### config.mk
export PLATFORM = sky130hd
export DESIGN_NAME = fast_inverse_sqrt
export DESIGN_NICKNAME = d
export VERILOG_FILES = /design/src/rtl/fast_inverse_sqrt.sv
export SDC_FILE = /design/constraint.sdc
export NUM_CORES = 2
export LEC_CHECK = 0
export BUFFER_PORTS_ARGS = -buffer_cell sky130_fd_sc_hd__buf_2
export CELL_PAD_IN_SITES_DETAIL_PLACEMENT = 2
export CELL_PAD_IN_SITES_GLOBAL_PLACEMENT = 2
export CORE_ASPECT_RATIO = 0.8
export CORE_UTILIZATION = 43
export DETAILED_ROUTE_END_ITERATION = 10
export MAX_ROUTING_LAYER = met4
export PLACE_DENSITY_LB_ADDON = 0.1
export SYNTH_ARGS = -nofsm -noshare
export SYNTH_HDL_FRONTEND = slang
export SYNTH_SLANG_ARGS = --single-unit
### constraint.sdc
create_clock -name clk -period 23.4 [get_ports clk]
set_input_delay 2.34 -clock clk [delete_from_list [all_inputs] [get_ports clk]]
set_output_delay 2.34 -clock clk [all_outputs]
set_load 0.02 [all_outputs]
### src/rtl/fast_inverse_sqrt.sv
`default_nettype none
// ============================================================================
// Module   : fast_inverse_sqrt
// Brief    : 4-stage pipelined binary32 1/sqrt(x): bit-trick seed + one
//            Newton-Raphson step, special operands bypass the arithmetic.
// Revision : 1.0
// ============================================================================
module fast_inverse_sqrt #(
  parameter logic [31:0] MAGIC = 32'h5F3759DF
) (
  input  logic        clk,
  input  logic        rst_n,
  input  logic        in_valid,
  input  logic [31:0] x,
  output logic        out_valid,
  output logic [31:0] result
);

  localparam int          LATENCY      = 4;
  localparam logic [31:0] QNAN         = 32'h7FC00000;
  localparam logic [31:0] POS_INF      = 32'h7F800000;
  localparam logic [31:0] NEG_INF      = 32'hFF800000;
  // 1.5 in a fixed-point format with 54 fractional bits
  localparam logic [55:0] THREE_HALVES = 56'h60000000000000;

  // n[55] must be set; returns {exponent carry, rounded 1.23 mantissa}
  function automatic logic [24:0] round56(input logic [55:0] n);
    logic [24:0] m;
    m = {1'b0, n[55:32]} + {24'd0, n[31] & ((|n[30:0]) | n[32])};
    if (m[24]) return {1'b1, 24'h800000};
    return {1'b0, m[23:0]};
  endfunction

  // left-justify a [1,4) mantissa product; the caller adds p[47] to the exponent
  function automatic logic [55:0] align48(input logic [47:0] p);
    return p[47] ? {p, 8'd0} : {p[46:0], 9'd0};
  endfunction

  logic [LATENCY-1:0] vld_q, vld_d;
  logic               s1_spec_q, s1_spec_d, s2_spec_q, s2_spec_d, s3_spec_q, s3_spec_d;
  logic [31:0]        s1_sval_q, s1_sval_d, s2_sval_q, s2_sval_d, s3_sval_q, s3_sval_d;
  logic [23:0]        s1_mx_q, s1_mx_d, s2_mx_q, s2_mx_d;
  logic [7:0]         s1_ex_q, s1_ex_d, s2_ex_q, s2_ex_d;
  logic [23:0]        s1_my_q, s1_my_d, s2_my_q, s2_my_d, s3_my_q, s3_my_d;
  logic [7:0]         s1_ey_q, s1_ey_d, s2_ey_q, s2_ey_d, s3_ey_q, s3_ey_d;
  logic [23:0]        s2_sqm_q, s2_sqm_d, s3_hm_q, s3_hm_d;
  logic signed [9:0]  s2_sqe_q, s2_sqe_d, s3_he_q, s3_he_d;
  logic [31:0]        result_q, result_d;

  logic [31:0]        seed;
  logic [47:0]        sq_p, t_p, y_p;
  logic [24:0]        sq_r, t_r, h_r, y_r;
  logic signed [9:0]  ey_u, ex_u, e_p, e_y;
  logic [9:0]         t_sh;
  logic [55:0]        t_fix, h_fix;
  logic [5:0]         h_lead;
  logic               unused_bits;

  assign unused_bits = ^{seed[31], e_y[9:8], y_r[23]};

  // Stage 1: classify and seed
  always_comb begin
    vld_d     = {vld_q[LATENCY-2:0], in_valid};
    seed      = MAGIC - {1'b0, x[31:1]};
    s1_spec_d = 1'b1;
    s1_sval_d = QNAN;
    if (x[30:23] == 8'hFF && x[22:0] != 23'd0) s1_sval_d = QNAN;
    else if (x[30:23] == 8'd0)                 s1_sval_d = x[31] ? NEG_INF : POS_INF;
    else if (x[31])                            s1_sval_d = QNAN;
    else if (x[30:23] == 8'hFF)                s1_sval_d = 32'h0;
    else                                       s1_spec_d = 1'b0;
    s1_mx_d = {1'b1, x[22:0]};
    s1_ex_d = x[30:23];
    s1_my_d = {1'b1, seed[22:0]};
    s1_ey_d = seed[30:23];
  end

  // Stage 2: y0^2
  always_comb begin
    sq_p      = {24'd0, s1_my_q} * {24'd0, s1_my_q};
    sq_r      = round56(align48(sq_p));
    ey_u      = $signed({2'b00, s1_ey_q}) - 10'sd127;
    s2_sqm_d  = sq_r[23:0];
    s2_sqe_d  = (ey_u <<< 1) + $signed({9'd0, sq_p[47]}) + $signed({9'd0, sq_r[24]});
    s2_spec_d = s1_spec_q;
    s2_sval_d = s1_sval_q;
    s2_mx_d   = s1_mx_q;
    s2_ex_d   = s1_ex_q;
    s2_my_d   = s1_my_q;
    s2_ey_d   = s1_ey_q;
  end

  // Stage 3: h = 1.5 - 0.5*x*y0^2; the halving is the -1 on the exponent
  always_comb begin
    t_p  = {24'd0, s2_sqm_q} * {24'd0, s2_mx_q};
    t_r  = round56(align48(t_p));
    ex_u = $signed({2'b00, s2_ex_q}) - 10'sd127;
    e_p  = s2_sqe_q + ex_u - 10'sd1 + $signed({9'd0, t_p[47]}) + $signed({9'd0, t_r[24]});
    t_sh = -e_p;
    if (e_p > 10'sd0) t_fix = '1;
    else              t_fix = {1'b0, t_r[23:0], 31'd0} >> t_sh;
    h_fix  = (t_fix >= THREE_HALVES) ? 56'd0 : THREE_HALVES - t_fix;
    h_lead = 6'd0;
    for (int i = 0; i < 56; i++) begin
      if (h_fix[i]) h_lead = 6'(i);
    end
    h_r       = round56(h_fix << (6'd55 - h_lead));
    s3_hm_d   = h_r[23:0];
    s3_he_d   = $signed({4'd0, h_lead}) - 10'sd54 + $signed({9'd0, h_r[24]});
    s3_spec_d = s2_spec_q;
    s3_sval_d = s2_sval_q;
    s3_my_d   = s2_my_q;
    s3_ey_d   = s2_ey_q;
  end

  // Stage 4: y1 = y0 * h, result held between valid outputs
  always_comb begin
    y_p      = {24'd0, s3_my_q} * {24'd0, s3_hm_q};
    y_r      = round56(align48(y_p));
    e_y      = $signed({2'b00, s3_ey_q}) + s3_he_q + $signed({9'd0, y_p[47]})
             + $signed({9'd0, y_r[24]});
    result_d = result_q;
    if (vld_q[LATENCY-2])
      result_d = s3_spec_q ? s3_sval_q : {1'b0, e_y[7:0], y_r[22:0]};
  end

  always_ff @(posedge clk or negedge rst_n) begin
    if (!rst_n) begin
      vld_q     <= '0;
      s1_spec_q <= 1'b0;  s1_sval_q <= '0;  s1_mx_q <= '0;  s1_ex_q <= '0;
      s1_my_q   <= '0;    s1_ey_q   <= '0;
      s2_spec_q <= 1'b0;  s2_sval_q <= '0;  s2_mx_q <= '0;  s2_ex_q <= '0;
      s2_my_q   <= '0;    s2_ey_q   <= '0;  s2_sqm_q <= '0; s2_sqe_q <= '0;
      s3_spec_q <= 1'b0;  s3_sval_q <= '0;  s3_my_q <= '0;  s3_ey_q <= '0;
      s3_hm_q   <= '0;    s3_he_q   <= '0;
      result_q  <= '0;
    end else begin
      vld_q     <= vld_d;
      s1_spec_q <= s1_spec_d; s1_sval_q <= s1_sval_d; s1_mx_q <= s1_mx_d; s1_ex_q <= s1_ex_d;
      s1_my_q   <= s1_my_d;   s1_ey_q   <= s1_ey_d;
      s2_spec_q <= s2_spec_d; s2_sval_q <= s2_sval_d; s2_mx_q <= s2_mx_d; s2_ex_q <= s2_ex_d;
      s2_my_q   <= s2_my_d;   s2_ey_q   <= s2_ey_d;   s2_sqm_q <= s2_sqm_d; s2_sqe_q <= s2_sqe_d;
      s3_spec_q <= s3_spec_d; s3_sval_q <= s3_sval_d; s3_my_q <= s3_my_d; s3_ey_q <= s3_ey_d;
      s3_hm_q   <= s3_hm_d;   s3_he_q   <= s3_he_d;
      result_q  <= result_d;
    end
  end

  assign out_valid = vld_q[LATENCY-1];
  assign result    = result_q;

endmodule
`default_nettype wire

After elaboration in Yosys (flattened, before gate mapping)

Index checks and enable logic that the tools add are counted.

Flip-flop bits (word level): 361
Bits of input ports: 35
Output and inout bits: 33
Logic and storage cells: 148

Equality and inequality tests: 1
Multipliers: 3
$add $sub $neg: 21
Mux-type cells: 82
Bitwise gates (word level): 8
Order comparisons: 2
Reduce and logical (&&, ||, !) cells: 7
Shift operators: 2

Operators with widths:

| kind                     | count |
|---|---|
| $mux W6                  | 54 |
| $mux W56                 | 5 |
| $mux W25                 | 8 |
| $mul A24 B24 Y48         | 3 |
| $mux W32                 | 4 |
| $reduce_or A31 Y1        | 4 |
| $add A24 B1 Y25          | 4 |
| $mux W31                 | 2 |
| $ge A56 B55 Y1 const B   | 1 |
| $shl A56 B6 Y56          | 1 |
| $shr A55 B10 Y56         | 1 |
| $sub A55 B56 Y56 const A | 1 |
| $add A10 B2 Y10          | 4 |
| $sub A31 B31 Y31 const A | 1 |
| $reduce_bool A23 Y1      | 1 |
| $sub A8 B7 Y9 const B    | 2 |
| $add A8 B2 Y8            | 2 |
| $add A10 B9 Y10          | 1 |
| $gt A10 B1 Y1 const B    | 1 |
| $neg A10 Y10             | 1 |
| $sub A10 B2 Y10 const B  | 1 |
| $mux W1                  | 9 |
| $add A7 B2 Y8            | 1 |
| $add A8 B8 Y8            | 1 |
| 7 further kinds          | 13 |

Longest topological paths before layout

Word-level depth: 78
Mapped depth: 91
Gate-level depth less buffers: 81

Worst setup path before layout

No wires, ideal clock.

Path type: register to register
Start: reg s2_mx_q[3]
End: reg s3_he_q[4]
Setup time: 0.129 ns
Cell stages (with the launch flop): 84
Data required time: 23.271 ns
Data arrival time: 18.764 ns
Setup slack: 4.507 ns
Period minus slack after synthesis: 18.893 ns
Buffers on the path: 10
Path through: dfrtp_1 clkbuf_1 nand2_1 fa_1 inv_1 fa_1 inv_1 fa_1 inv_1 fa_1 inv_1 fa_1 inv_1 fa_1 inv_1 fa_1 inv_1 ha_1 [48 not listed] ha_1 clkbuf_1 inv_1 clkbuf_1 nor2_4 nand2_1 nor2b_1 a32o_1 ha_1 and2_1 and3_1 nand4_2 nor3_2 buf_4 ha_1 ha_1 nand3_1 xnor2_1

Longest elaborated chain between the ends: 78
Elaborated cells on any way between the ends: 82
Those cells by class: add/sub (9); mul (1); order compare (2); shift (2); mux (62); bitwise (4); reduce/logical (2)

Ends and longest elaborated chain:

| element                | line | text |
|---|---|---|
| start, declared        | 42   | `logic [23:0] s1_mx_q, s1_mx_d, s2_mx_q, s2_mx_d;` |
| start signal, assigned | 132  | `s2_spec_q <= 1'b0; s2_sval_q <= '0; s2_mx_q <= '0; s2_ex_q <= '0;` |
| start signal, assigned | 141  | `s2_spec_q <= s2_spec_d; s2_sval_q <= s2_sval_d; s2_mx_q <= s2_mx_d; s2_ex_q <= s2_ex_d;` |
| $mul A24 B24 Y48 (*)   | 95   | `t_p = {24'd0, s2_sqm_q} * {24'd0, s2_mx_q};` |
| $mux W56               | 36   | `return p[47] ? {p, 8'd0} : {p[46:0], 9'd0};` |
| $reduce_or A31 Y1      | 29   | `m = {1'b0, n[55:32]} + {24'd0, n[31] & ((\|n[30:0]) \| n[32])};` |
| $or A1 B1 Y1           | 29   |  |
| $and A1 B1 Y1          | 29   |  |
| $add A24 B1 Y25        | 29   |  |
| $mux W1                | 30   | `if (m[24]) return {1'b1, 24'h800000};` |
| $mux W25               | 31   | `return {1'b0, m[23:0]};` |
| [63 not listed]        | n/a  |  |
| $reduce_or A31 Y1      | 29   |  |
| $or A1 B1 Y1           | 29   |  |
| $and A1 B1 Y1          | 29   |  |
| $add A24 B1 Y25        | 29   |  |
| $mux W1                | 30   |  |
| $mux W25               | 31   |  |
| $add A7 B2 Y8 (*)      | 109  | `s3_he_d = $signed({4'd0, h_lead}) - 10'sd54 + $signed({9'd0, h_r[24]});` |
| via s3_he_d[4]         | 47   | `logic signed [9:0] s2_sqe_q, s2_sqe_d, s3_he_q, s3_he_d;` |
| end signal, assigned   | 144  | `s3_hm_q <= s3_hm_d; s3_he_q <= s3_he_d;` |
| end, declared          | 47   |  |

Mark *: on every way through the listed nets, which the timed path passes. The rest lies on a longest branch.
A chain may end at the register's enable or synchronous reset.

Worst setup path in the final report

Start: reg s2_sqm_q[14]
End: reg s3_he_q[4]

Longest elaborated chain between the ends: 78
Elaborated cells on any way between the ends: 82
Those cells by class: add/sub (9); mul (1); order compare (2); shift (2); mux (62); bitwise (4); reduce/logical (2)

Ends and longest elaborated chain:

| element                | line | text |
|---|---|---|
| start, declared        | 46   | `logic [23:0] s2_sqm_q, s2_sqm_d, s3_hm_q, s3_hm_d;` |
| start signal, assigned | 142  | `s2_my_q <= s2_my_d; s2_ey_q <= s2_ey_d; s2_sqm_q <= s2_sqm_d; s2_sqe_q <= s2_sqe_d;` |
| $mul A24 B24 Y48 (*)   | 95   |  |
| $mux W56               | 36   |  |
| $reduce_or A31 Y1      | 29   |  |
| $or A1 B1 Y1           | 29   |  |
| $and A1 B1 Y1          | 29   |  |
| $add A24 B1 Y25        | 29   |  |
| $mux W1                | 30   |  |
| $mux W25               | 31   |  |
| [63 not listed]        | n/a  |  |
| $reduce_or A31 Y1      | 29   |  |
| $or A1 B1 Y1           | 29   |  |
| $and A1 B1 Y1          | 29   |  |
| $add A24 B1 Y25        | 29   |  |
| $mux W1                | 30   |  |
| $mux W25               | 31   |  |
| $add A7 B2 Y8 (*)      | 109  |  |
| via s3_he_d[4]         | 47   |  |

Marks and branches as above.

==> run_results.csv <==
group,metric,value,unit
route,drtAntennaViolNets,0,
global_routing,grt_use_total,36.4,%
timing,timing.final.max_slew_violations,0,
critical_path,path_max_fanout,24,
timing,finalCritPeriodShare,94.5,%
clock_tree,worstSkewPairLatency,0.65,ns
hold_path,hold_class,"reg2reg",
global_routing,use_met1,48.2,%
clock_tree,htree_num_levels,2,
finish,fin_util,45.8,%
route,detail_route.wl_per_cell,28.3,µm
critical_path,reg2reg_setup_slack,1.29,ns
logic_synthesis,ys_ff_latch,270,
logic_synthesis,netlist_top_cells_area,"fa_1 (36%), ha_1 (9.4%), dfrtp_1 (8.8%)",
critical_path,critPathKind,"reg2reg",
critical_path,cp-end-kind,"flop",
route,dr.first_iter.drc_count,4649,
logic_synthesis,yosys.area.top_type_share,36.4,%
logic_synthesis,syn_area_per_cell,8.67,µm²
placement,place_hpwl,251,mm
placement,placed_area,79400,µm²
critical_path,cpPeakStageDelay,0.74,ns
logic_synthesis,synthCells,8820,
global_routing,busiest_layer,"met2",
timing,hold_viol_final,0,
global_routing,antenna_found_initial,18,
timing,rsz0062_at_grt,"false",
route,drc_errors,0,
logic_synthesis,synth_area,76400,µm²
route,routed_wirelength,314,mm
floorplan,start_util,43.3,%
outcome,status,"completed",
timing,setup_viol,0,
critical_path,worst_path_most_repeated_cell,"fa_1",
global_routing,grt-ovfl-total,0,
global_routing,grt_use_met3,4.12,%
clock_tree,clockBufferDepth,3,
finish,area_growth,5.81,%
clock_tree,cts_made_buffers,38,
timing,slew_headroom,15.5,%
global_routing,grt_pass1_wl,480,mm
timing,fin_worst_skew,0.0599,ns
timing,fmax,0.0452,GHz
critical_path,crit_arrival,22.58,ns
timing,setup_tns,0,ns
floorplan,num_rows,138,
timing,worst_slew_pin_slew,1.26,ns
logic_synthesis,synth_cell_types,128,
global_routing,use_met2,58.4,%
clock_tree,clk_pin_slew_worst_paths,0.07,ns
route,viasPerCell,5.93,
route,vias,65800,
placement,gp_congestion,0.954,
floorplan,die-area,179000,µm²
finish,layout-drive-gt1-share,5.70,%
floorplan,die_x,473,µm
clock_tree,cts_num_sinks,270,
floorplan,core,177000,µm²
logic_synthesis,synth_edf_count,0,
logic_synthesis,synth_warnings,0,
placement,port_buffers,67,
clock_tree,cts_tree,"done",
critical_path,critical_path_required,23.87,ns
finish,fill_cells,19500,
finish,mostFrequentLayoutCells,"inv_1 (1629), fa_1 (1390), nand2_1 (1128)",
logic_synthesis,ys_seq_area_share,8.84,%
finish,fin_area,80900,µm²
timing,period_needed,22.11,ns
clock_tree,cts_root_buf,"clkbuf_16",
finish,layout_commonest_cell,"inv_1",
global_routing,grt_pass1_vias,75700,
run,max_cap_violations,0,
critical_path,cp_slowest_cell,"o221a_2",
global_routing,grt_max_degree,98,
logic_synthesis,synth_nets,10800,
critical_path,critPathLaunchType,"flop",
timing,whs,0.311,ns
logic_synthesis,synth-async-reset-ratio,100,%
floorplan,io_pins,68,
finish,nNetsFinal,10700,
logic_synthesis,synth_top_area_cell,"fa_1",
route,firstDrtPassIters,6,
floorplan,die_y,379,µm
logic_synthesis,ys.flop_type,"dfrtp_1",
==> logic make-up after synthesis <==
group	count (synthesis)	synth area share, %
buffers and inverters	2035	10.2
DFF	270	8.84
other	1	0.00491
AOI/OAI and AO/OA	1221	11.3
adders and majority gates	1963	45.8
muxes	107	1.51
and+or+nand+nor	2942	19.1
xor gates and xnor gates	281	3.22
==> flip-flops by register name, indices dropped and copies added, names as in the netlist, 3 cells and up <==
| name | cells |
|---|---|
| s2_my_q | 23 |
| s1_mx_q | 23 |
| s1_sval_q | 3 |
| s1_ey_q | 8 |
| s3_my_q | 24 |
| s1_my_q | 23 |
| s2_ey_q | 8 |
| s3_sval_q | 3 |
| s2_ex_q | 8 |
| s2_sqe_q | 10 |
| s1_ex_q | 8 |
| s3_he_q | 8 |
| s2_sval_q | 3 |
| s3_hm_q | 24 |
| s2_mx_q | 23 |
| vld_q | 4 |
| result | 32 |
| s3_ey_q | 8 |
| s2_sqm_q | 24 |
==> per-layer routing <==
metal | vias to the layer above | routed length (µm)
met1 | 35300 | 137000
li1 | 27900 | -
met4 | 0 | 10300
met3 | 496 | 18300
met5 | - | 0
met2 | 2143 | 148000
==> worst paths after layout <==
path	from	end	depth (start not counted)
max in group asynchronous	rst_n	s1_ex_q[4]	3
hold reg to reg	s2_my_q[6]	s3_my_q[6]	0
setup reg to reg	s2_sqm_q[14]	s3_he_q[4]	69
hold / removal	s2_my_q[6]	s3_my_q[6]	0
min in group asynchronous	rst_n	s1_mx_q[10]	1
setup / recovery	s2_sqm_q[14]	s3_he_q[4]	69
==> cell type report <==
type | instances | area (µm²) | area share [%]
Clock inverter | 20 | 284 | 0.351
Sequential cell | 270 | 6820 | 8.43
Tap cell | 2380 | 2980 | 3.68
Multi-Input combinational cell | 6515 | 62000 | 76.7
Inverter | 1634 | 6140 | 7.59
Timing Repair Buffer | 227 | 1540 | 1.91
Clock buffer | 48 | 1070 | 1.32
Antenna cell | 5 | 12.5 | 0.0155
==> synth_stat cells, drive strengths merged (26+ instances only) <==
library cell / number
o22ai: 27
nor3: 156
a21oi: 258
nor2: 370
mux2: 26
nand4: 74
a21o: 73
nand3: 160
o21bai: 29
and3: 59
o21ai: 196
o21a: 45
nor2b: 30
xor2: 100
xnor2: 181
and2: 688
nand2: 1130
nor4: 54
o31ai: 41
or3: 49
dfrtp: 270
o211ai: 65
a211oi: 54
a211o: 26
clkbuf: 344
nand2b: 45
or2: 42
fa: 1390
mux2i: 77
ha: 573
buf: 57
a31oi: 52
inv: 1632
==> through the flow <==
stage	instances	setup slack [ns]
2_1_floorplan	8820	4.51
3_3_place_gp	11000	1.24
3_5_place_dp	11000	0.395
4_1_cts	11100	0.316
5_1_grt	11100	0.0468
6_report	11100	1.29
==> repair_timing <==
item / CTS / global route
hold buffers: 0 / 0
resized for setup: 0 / 55
buffers inserted: 0 / 0
endpoints found under the setup margin: 0 / 30
==> critical path: cells and delay by family, from the launching register on <==
| kind | cells | cell delay, ns |
|---|---|---|
| buffers and inverters | 6 | 0.33 |
| and+or+nand+nor | 21 | 6.00 |
| adders and majority gates | 15 | 6.04 |
| muxes | 2 | 0.72 |
| xor gates and xnor gates | 2 | 0.57 |
| AOI/OAI and AO/OA | 23 | 7.63 |
| DFF | 1 | 0.61 |
Power is not shown: default switching activity piles up to over one toggle a cycle in this logic, so the estimate is an artifact.
